[src/rtl/xts_pkg.sv]
// Shared definitions for the XTS sector engine.
//   xts_state_e : sequencer state encoding
//   GF_POLY     : reduction constant for multiply-by-alpha in GF(2^128)
//   gf_double   : tweak update T*alpha, integer bit convention
//                 (bit 127 is the x^127 coefficient; byte order is handled upstream)
package xts_pkg;

  typedef enum logic [2:0] {
    IDLE,
    TWK_REQ,
    TWK_WAIT,
    DATA_WAIT,
    BLK_REQ,
    BLK_WAIT,
    OUT_HOLD,
    DONE
  } xts_state_e;

  localparam logic [127:0] GF_POLY = 128'h87;

  function automatic logic [127:0] gf_double(input logic [127:0] t);
    gf_double = {t[126:0], 1'b0} ^ (t[127] ? GF_POLY : 128'h0);
  endfunction

endpackage

[src/rtl/xts_tweak_reg.sv]
// Holds the running XTS tweak T for the current sector.
//   clk, rst  : clock, synchronous active-high reset (T <= 0)
//   load      : capture load_val (the encrypted sector number, T0)
//   load_val  : new tweak value
//   dbl       : advance to the next block's tweak, T <= T*alpha
//   t         : current tweak
// load wins over dbl; the sequencer never asserts both in one cycle.
module xts_tweak_reg
  import xts_pkg::*;
(
  input  logic         clk,
  input  logic         rst,
  input  logic         load,
  input  logic [127:0] load_val,
  input  logic         dbl,
  output logic [127:0] t
);

  always_ff @(posedge clk) begin
    if (rst) begin
      t <= '0;
    end else if (load) begin
      t <= load_val;
    end else if (dbl) begin
      t <= gf_double(t);
    end
  end

endmodule

[src/rtl/xts_sector_engine.sv]
// XTS sector engine: runs one sector of NUM_BLOCKS 128-bit blocks through an
// external iterative AES core.  T0 = E_K2(sector) is computed once per sector,
// then each block j produces out = AES_K1(in ^ Tj) ^ Tj and T advances by alpha.
//
// Ports
//   clk, rst                  : clock, synchronous active-high reset
//   start, dir, sector        : begin a sector (sampled in IDLE only); dir 0=enc 1=dec
//   in_valid/in_ready/in_data : input block stream
//   out_valid/out_ready/out_data/out_last : output block stream, last = block NUM_BLOCKS-1
//   busy                      : high whenever not IDLE
//   done                      : one-cycle pulse after the final output handshake
//   err                       : sticky AES timeout, cleared by rst or start
//   aes_req/aes_key_sel/aes_decrypt/aes_in : request to AES core (key_sel 1 = tweak key)
//   aes_done/aes_out          : AES completion pulse and result
//
// Handshake semantics: a transfer happens on a rising clock edge where both
// valid and ready are high.  The output side holds out_valid, out_data and
// out_last stable until that edge; in_ready is only high while waiting for a
// block, so no input is taken during tweak computation or output backpressure.
// aes_req is a one-cycle pulse; aes_in/aes_key_sel/aes_decrypt stay stable
// until aes_done, and aes_done is only honoured in the two WAIT states.
module xts_sector_engine
  import xts_pkg::*;
#(
  parameter int NUM_BLOCKS  = 32,
  parameter int AES_TIMEOUT = 64
) (
  input  logic         clk,
  input  logic         rst,
  input  logic         start,
  input  logic         dir,
  input  logic [127:0] sector,
  input  logic         in_valid,
  output logic         in_ready,
  input  logic [127:0] in_data,
  output logic         out_valid,
  input  logic         out_ready,
  output logic [127:0] out_data,
  output logic         out_last,
  output logic         busy,
  output logic         done,
  output logic         err,
  output logic         aes_req,
  output logic         aes_key_sel,
  output logic         aes_decrypt,
  output logic [127:0] aes_in,
  input  logic         aes_done,
  input  logic [127:0] aes_out
);

  localparam int CNT_W = $clog2(NUM_BLOCKS) + 1;
  localparam int TMO_W = $clog2(AES_TIMEOUT + 1);

  xts_state_e       state, state_nxt;
  logic [127:0]     sector_q, x_q, out_q, tweak;
  logic             dir_q, err_q;
  logic [CNT_W-1:0] cnt;
  logic [TMO_W-1:0] tmo;

  logic in_wait, tmo_hit, is_last, out_fire, twk_load, twk_dbl;

  assign in_wait  = (state == TWK_WAIT) || (state == BLK_WAIT);
  // A completion arriving in the final allowed cycle still counts as success.
  assign tmo_hit  = in_wait && !aes_done && (tmo == TMO_W'(AES_TIMEOUT - 1));
  assign is_last  = (cnt == CNT_W'(NUM_BLOCKS - 1));
  assign out_fire = (state == OUT_HOLD) && out_ready;
  assign twk_load = (state == TWK_WAIT) && aes_done;
  assign twk_dbl  = out_fire && !is_last;

  xts_tweak_reg u_tweak (
    .clk      (clk),
    .rst      (rst),
    .load     (twk_load),
    .load_val (aes_out),
    .dbl      (twk_dbl),
    .t        (tweak)
  );

  // State register
  always_ff @(posedge clk) begin
    if (rst) begin
      state <= IDLE;
    end else begin
      state <= state_nxt;
    end
  end

  // Next-state logic
  always_comb begin
    state_nxt = state;
    case (state)
      IDLE:      if (start) state_nxt = TWK_REQ;
      TWK_REQ:   state_nxt = TWK_WAIT;
      TWK_WAIT: begin
        if (aes_done)     state_nxt = DATA_WAIT;
        else if (tmo_hit) state_nxt = IDLE;
      end
      DATA_WAIT: if (in_valid) state_nxt = BLK_REQ;
      BLK_REQ:   state_nxt = BLK_WAIT;
      BLK_WAIT: begin
        if (aes_done)     state_nxt = OUT_HOLD;
        else if (tmo_hit) state_nxt = IDLE;
      end
      OUT_HOLD:  if (out_ready) state_nxt = is_last ? DONE : DATA_WAIT;
      DONE:      state_nxt = IDLE;
      default:   state_nxt = IDLE;
    endcase
  end

  // Output decode
  always_comb begin
    in_ready    = 1'b0;
    out_valid   = 1'b0;
    out_last    = 1'b0;
    done        = 1'b0;
    aes_req     = 1'b0;
    aes_key_sel = 1'b0;
    aes_decrypt = 1'b0;
    busy        = (state != IDLE);
    case (state)
      TWK_REQ: begin
        aes_req     = 1'b1;
        aes_key_sel = 1'b1;
      end
      TWK_WAIT:  aes_key_sel = 1'b1;
      DATA_WAIT: in_ready = 1'b1;
      BLK_REQ: begin
        aes_req     = 1'b1;
        aes_decrypt = dir_q;
      end
      BLK_WAIT:  aes_decrypt = dir_q;
      OUT_HOLD: begin
        out_valid = 1'b1;
        out_last  = is_last;
      end
      DONE:      done = 1'b1;
      default: ;
    endcase
  end

  // The tweak is always encrypted, so only the operand differs between phases.
  assign aes_in   = ((state == TWK_REQ) || (state == TWK_WAIT)) ? sector_q : x_q;
  assign out_data = out_q;
  assign err      = err_q;

  // Datapath registers
  always_ff @(posedge clk) begin
    if (rst) begin
      sector_q <= '0;
      dir_q    <= 1'b0;
      err_q    <= 1'b0;
      x_q      <= '0;
      out_q    <= '0;
      cnt      <= '0;
      tmo      <= '0;
    end else begin
      if (state == IDLE && start) begin
        sector_q <= sector;
        dir_q    <= dir;
        err_q    <= 1'b0;
      end
      if (tmo_hit) begin
        err_q <= 1'b1;
      end
      // Timeout counter restarts on every entry to a WAIT state.
      if (in_wait && !aes_done) begin
        tmo <= tmo + 1'b1;
      end else begin
        tmo <= '0;
      end
      if (twk_load) begin
        cnt <= '0;
      end else if (twk_dbl) begin
        cnt <= cnt + 1'b1;
      end
      if (state == DATA_WAIT && in_valid) begin
        x_q <= in_data ^ tweak;
      end
      if (state == BLK_WAIT && aes_done) begin
        out_q <= aes_out ^ tweak;
      end
    end
  end

endmodule

[config.mk]
export PLATFORM = sky130hd
export DESIGN_NAME = xts_sector_engine
export DESIGN_NICKNAME = d
export VERILOG_FILES = /design/src/rtl/xts_pkg.sv /design/src/rtl/xts_tweak_reg.sv /design/src/rtl/xts_sector_engine.sv
export SDC_FILE = /design/constraint.sdc
export NUM_CORES = 1
export LEC_CHECK = 0
export BUFFER_PORTS_ARGS = -buffer_cell sky130_fd_sc_hd__buf_2
export CELL_PAD_IN_SITES_DETAIL_PLACEMENT = 0
export CELL_PAD_IN_SITES_GLOBAL_PLACEMENT = 2
export CORE_AREA = 2 2 280 282
export DETAILED_ROUTE_END_ITERATION = 10
export DIE_AREA = 0 0 282 284
export PLACE_DENSITY_LB_ADDON = 0.25
export SKIP_CTS_REPAIR_TIMING = 1
export SLEW_MARGIN = 20
export SYNTH_ARGS = -nofsm -noshare
export SYNTH_HDL_FRONTEND = slang
export SYNTH_SLANG_ARGS = --single-unit
[constraint.sdc]
create_clock -name clk -period 2.7 [get_ports clk]
set_clock_uncertainty 0.2 [all_clocks]
set_input_delay 0.27 -clock clk [delete_from_list [all_inputs] [get_ports clk]]
set_output_delay 0.27 -clock clk [all_outputs]
set_load 0.005 [all_outputs]
Word-level counts from Yosys, hierarchy flattened. Cells that the tools add are included.

Input bits: 391. Logic and storage cells: 70. Register bits: 530. Output and inout bits: 265.

Reduce and logical (&&, ||, !) cells: 22. Equality and inequality tests: 12. Bitwise logic cells: 4. Add/sub/neg operators: 2. Mux-type cells: 21.

Operators with widths (number): $mux 128 (3); $xor 128x128->128 (3); $pmux 3 s8 (1); $mux 3 (7); $eq 3x3->1 const B (4); $reduce_or 2->1 (5); $mux 1 (9); $logic_and 1x1->1 (8); $mux 8 (1); $add 7x1->7 const B (1); $eq 7x6->1 const B (1); $add 6x1->6 const B (1); $eq 3x2->1 const B (2); $eq 6x5->1 const B (1); $ne 2x2->1 const B (3); $reduce_bool 2->1 (2); $eq 3x1->1 const B (1); $logic_not 3->1 (1); $reduce_and 3->1 (1); $reduce_bool 3->1 (1); $logic_not 1->1 (2); $logic_or 1x1->1 (2); $not 1->1 (1).

Longest topological paths before layout.
Depth after elaboration: 7. Gate-level depth with buffers: 9. Mapped depth without buffers: 6.

Cells and area by module. A second synthesis with hierarchy kept.

Cells, all modules: 2500. Area, all modules: 23656.4 um^2.

By module, submodules not included: xts_sector_engine (area an instance 17460.5 um^2, cells an instance 1927, instances 1, sequential area each 8047.7 um^2); xts_tweak_reg (area an instance 6195.9 um^2, cells an instance 573, instances 1, sequential area each 2562.5 um^2).

Least setup slack after synthesis. Ideal clock, no wire load.

Kind: register to output. Start: register state[1]. End: output aes_in[118]. Arrival time: 1599 ps. Stages on the path, launching flop included: 7. Setup slack: 631 ps. Buffers on the path: 3. Data required time: 2230 ps. Cells stage by stage: dfxtp_1 > buf_2 > nand2_1 > a21oi_1 > buf_4 > buf_4 > mux2_2.

Longest elaborated chain between the ends: 3. Elaborated cells between the ends (all ways): 4. Classes of those cells: eq/ne (2); mux (1); reduce/logical (1).

Ends and longest elaborated chain: start: declaration (line xts_sector_engine.sv:54) `xts_state_e state, state_nxt;`; start signal: assignment (line xts_sector_engine.sv:84) `state <= state_nxt;`; $eq 3x1->1 or $eq 3x2->1 (tied branches) (line xts_sector_engine.sv:142) `assign aes_in = ((state == TWK_REQ) || (state == TWK_WAIT)) ? sector_q : x_q;`; $logic_or 1x1->1 (*) (line xts_sector_engine.sv:142); $mux 128 (*) (line xts_sector_engine.sv:142); end: declaration (line xts_sector_engine.sv:46) `output logic [127:0] aes_in,`.

Every way passes the cells marked *; elsewhere a longest branch is shown, timed or not.

Worst setup path after layout.
Start: register state[0]. End: output aes_in[112].

Same word-level chain as after synthesis.

==> run_results.csv <==
group,metric,value,unit
route,drt_pass1_iterations,5,
layout,most-common-layout-cells,"sky130_fd_sc_hd__buf_2, sky130_fd_sc_hd__dfxtp_1, sky130_fd_sc_hd__dlygate4sd3_1",
yosys,synth.yosys.seq_area_share,44.8,%
route,routed-via-count,21600,
global_route,vias_in_the_first_global_route,19800,
route,totalWireLength,87.2,mm
yosys,dominant_combinational_cell_family_by_area_after_synthesis,"compound AO/OA/AOI/OAI gates",
job,cap_viol_max_count,0,
yosys,synthesis.instances,2518,
clocking,root_buffer,"sky130_fd_sc_hd__clkbuf_16",
global_route,track_usage,19.9,%
placed_design,io_buffers,655,
outcome,violations,"setup timing",
layout,design_area,0.0345,mm²
power_and_ir_drop,ir_drop,0.000406,V
timing,post-route-min-period,2.79,ns
yosys,post_synth_fa_ha_maj_area_fraction,0.106,%
yosys,synth-xor-area-share,9.83,%
timing,rsz0062_at_grt,"yes",
die,chip_height,284,µm
die,chipWidth,282,µm
layout,synthToLayoutAreaGrowth,45.7,%
clocking,cts_inserted_buffers,66,
yosys,synth_simple_gate_area_share,12.5,%
clocking,deepest_level_of_the_cts_h_tree,3,
worst_hold_path,min-delay-path-class,"in2reg",
placed_design,place.detailed.hpwl,60.5,mm
global_route,grt_start_max_net_pins,115,
outcome,run_status,"finished, violations left",
yosys,synth_async_sr_flop_share,0,%
clocking,latest_clock_arrival_within_the_worst_skew_pair,0.60,ns
worst_setup_path,timing.critical_path.fanout_max,12,
global_route,grt.overflow.total,0,
yosys,mappedNetlistArea,0.0237,mm²
timing,setup_viol_count_final,100,
route,dr.first_iter.drc_count,831,
route,route.antenna.remaining_nets,0,
global_route,grt_first_pass_wirelength,123,mm
worst_setup_path,worstSetupStartpointType,"flip-flop",
timing,slew_headroom,49.2,%
layout,drive_above_1_share,28.9,%
die,start_util,30.8,%
layout,layout.core_utilization,44.9,%
yosys,post_synth.cell_area_avg,9.41,µm²
worst_setup_path,reg2reg_slack,0.25,ns
timing,worst_slack,-0.0932,ns
layout,mostFrequentLayoutCell,"sky130_fd_sc_hd__buf_2",
die,row_count,102,
timing,finalMaxSlewViolations,0,
route,drt-wirelength-per-cell,19.1,µm
timing,tightest_slew,0.762,ns
yosys,synth-edff-count,0,
worst_setup_path,critical_path_arrival,2.32,ns
clocking,clock_pin_transition_on_the_worst_setup_and_hold_timing_paths,0.06,ns
timing,report.final.hold_viol_count,0,
clocking,cts_tree,"yes",
yosys,syn_nets,2911,
clocking,clock_sinks,530,
yosys,multiplexer_share_of_the_synthesized_area,11.4,%
clocking,clock_path_buffers,3,
route,post-route-drc-count,0,
placed_design,placed_cell_area,0.0280,mm²
timing,fin_tns_setup,-4.14,ns
power_and_ir_drop,p_per_area,719,mW/mm²
route,average_via_count_per_standard_cell,4.74,
power_and_ir_drop,power.static_leakage,13.1,nW
worst_setup_path,crit_path_end_kind,"output pin",
placed_design,gp_routability_congestion,0.815,
global_route,grt_antenna_before_repair,6,
worst_setup_path,timing_worst_setup_path_type,"reg2out",
die,io-pin-count,656,
layout,final_nets,3875,
timing,fmax,358,MHz
yosys,ff_latch_count_synth,530,
timing,final_cycle_utilization_of_the_critical_path,103,%
die,coreArea,0.0770,mm²
yosys,yosys_warnings,0,
yosys,synth_top_flop_cell,"sky130_fd_sc_hd__dfxtp_1",
yosys,synthDistinctLibCells,49,
die,dieArea,0.0801,mm²
worst_setup_path,cp.required,2.23,ns
yosys,area_fraction_in_compound_gates_after_synthesis,16.6,%
## critical path, cell delays in order, from the launching register on
cell and delay (ns):
sky130_fd_sc_hd__dfxtp_4 0.38, sky130_fd_sc_hd__inv_4 0.08, sky130_fd_sc_hd__nand2_4 0.06, sky130_fd_sc_hd__a21oi_4 0.29, sky130_fd_sc_hd__buf_12 0.22, sky130_fd_sc_hd__clkbuf_16 0.21, sky130_fd_sc_hd__mux2_2 0.34, sky130_fd_sc_hd__buf_2 0.13
## stage by stage
step / std cells / total power, mW / setup slack, ns / hold WS [ns]
after floorplan: 2518 / 13.4 / 0.631 / 0.206
after CTS: 4159 / 24.0 / -0.310 / -0.350
after detailed placement: 4047 / 15.3 / 0.334 / 0.236
after global placement: 4047 / 15.2 / 0.406 / 0.225
final: 4570 / 24.8 / -0.0932 / 0.0241
after global routing: 4570 / 26.1 / -0.154 / 0.0366
## flip-flops by register name, summed over array words and instances (netlist names)
name and cells:
dir_q 1, x_q 128, cnt 6, state 3, tmo 7, err 1, out_data 128, u_tweak.t 128
sector_q 128
## synth_stat cells, drive strengths merged (2+ instances only)
cell type | instances | area (µm²)
dfxtp | 530 | 10600
a211oi | 381 | 3110
nor2 | 275 | 1030
nand2 | 265 | 995
xnor2 | 264 | 2310
a21oi | 136 | 681
nor3 | 130 | 656
mux2 | 128 | 1440
mux2i | 127 | 1270
buf | 125 | 741
clkbuf | 93 | 360
inv | 9 | 33.8
nand3 | 8 | 45.0
nand2b | 4 | 25.0
nand3b | 4 | 30.0
and3 | 3 | 18.8
o21a | 3 | 22.5
or4 | 3 | 22.5
or4b | 3 | 30.0
a31oi | 2 | 12.5
ha | 2 | 25.0
o22ai | 2 | 12.5
o311ai | 2 | 35.0
or3 | 2 | 12.5
xor2 | 2 | 17.5
## per-layer routing
metal	vias to the layer above	part of all wire [%]	GRT usage, %
met4	4	2.6	7.65
met1	10200	41	22.2
li1	10800	-	-
met2	481	50	34.2
met3	134	6.1	7.00
met5	-	0.028	0
## worst paths after layout
check                                      end  startpoint  cells after the start
worst max-delay path               aes_in[112]    state[0]                      7
worst min register to register          tmo[0]      tmo[0]                      1
worst min-delay path               out_data[0]         rst                      2
worst max register to register  u_tweak.t[120]      cnt[0]                      6
## area by class of cell
| type | count | area (µm²) |
|---|---|---|
| clock inverters | 17 | 155 |
| well taps | 1040 | 1300 |
| inverters | 9 | 36.3 |
| clock buffers | 95 | 1900 |
| flip-flops and latches | 530 | 10600 |
| repair buffers | 1114 | 8370 |
| diodes | 4 | 10.0 |
| multi-input cells | 1761 | 12100 |
| fillers | 7549 | 42400 |
## power breakdown
| part | switching (mW) | leakage [nW] | internal (mW) |
|---|---|---|---|
| combinational | 3.34 | 7.74 | 3.49 |
| sequential | 0.821 | 4.31 | 8.62 |
| clock | 3.55 | 1.02 | 5.00 |
## cells by family (layout without fill, tap and decap cells)
logic type,count (synthesis),in the layout
and+or+nand+nor,706,706
AOI/OAI and AO/OA,532,532
DFF,530,530
xor gates and xnor gates,266,266
muxes,255,255
buffers and inverters,227,1235
adders and majority gates,2,2
other,0,4
(Power assumes the default switching activity.)
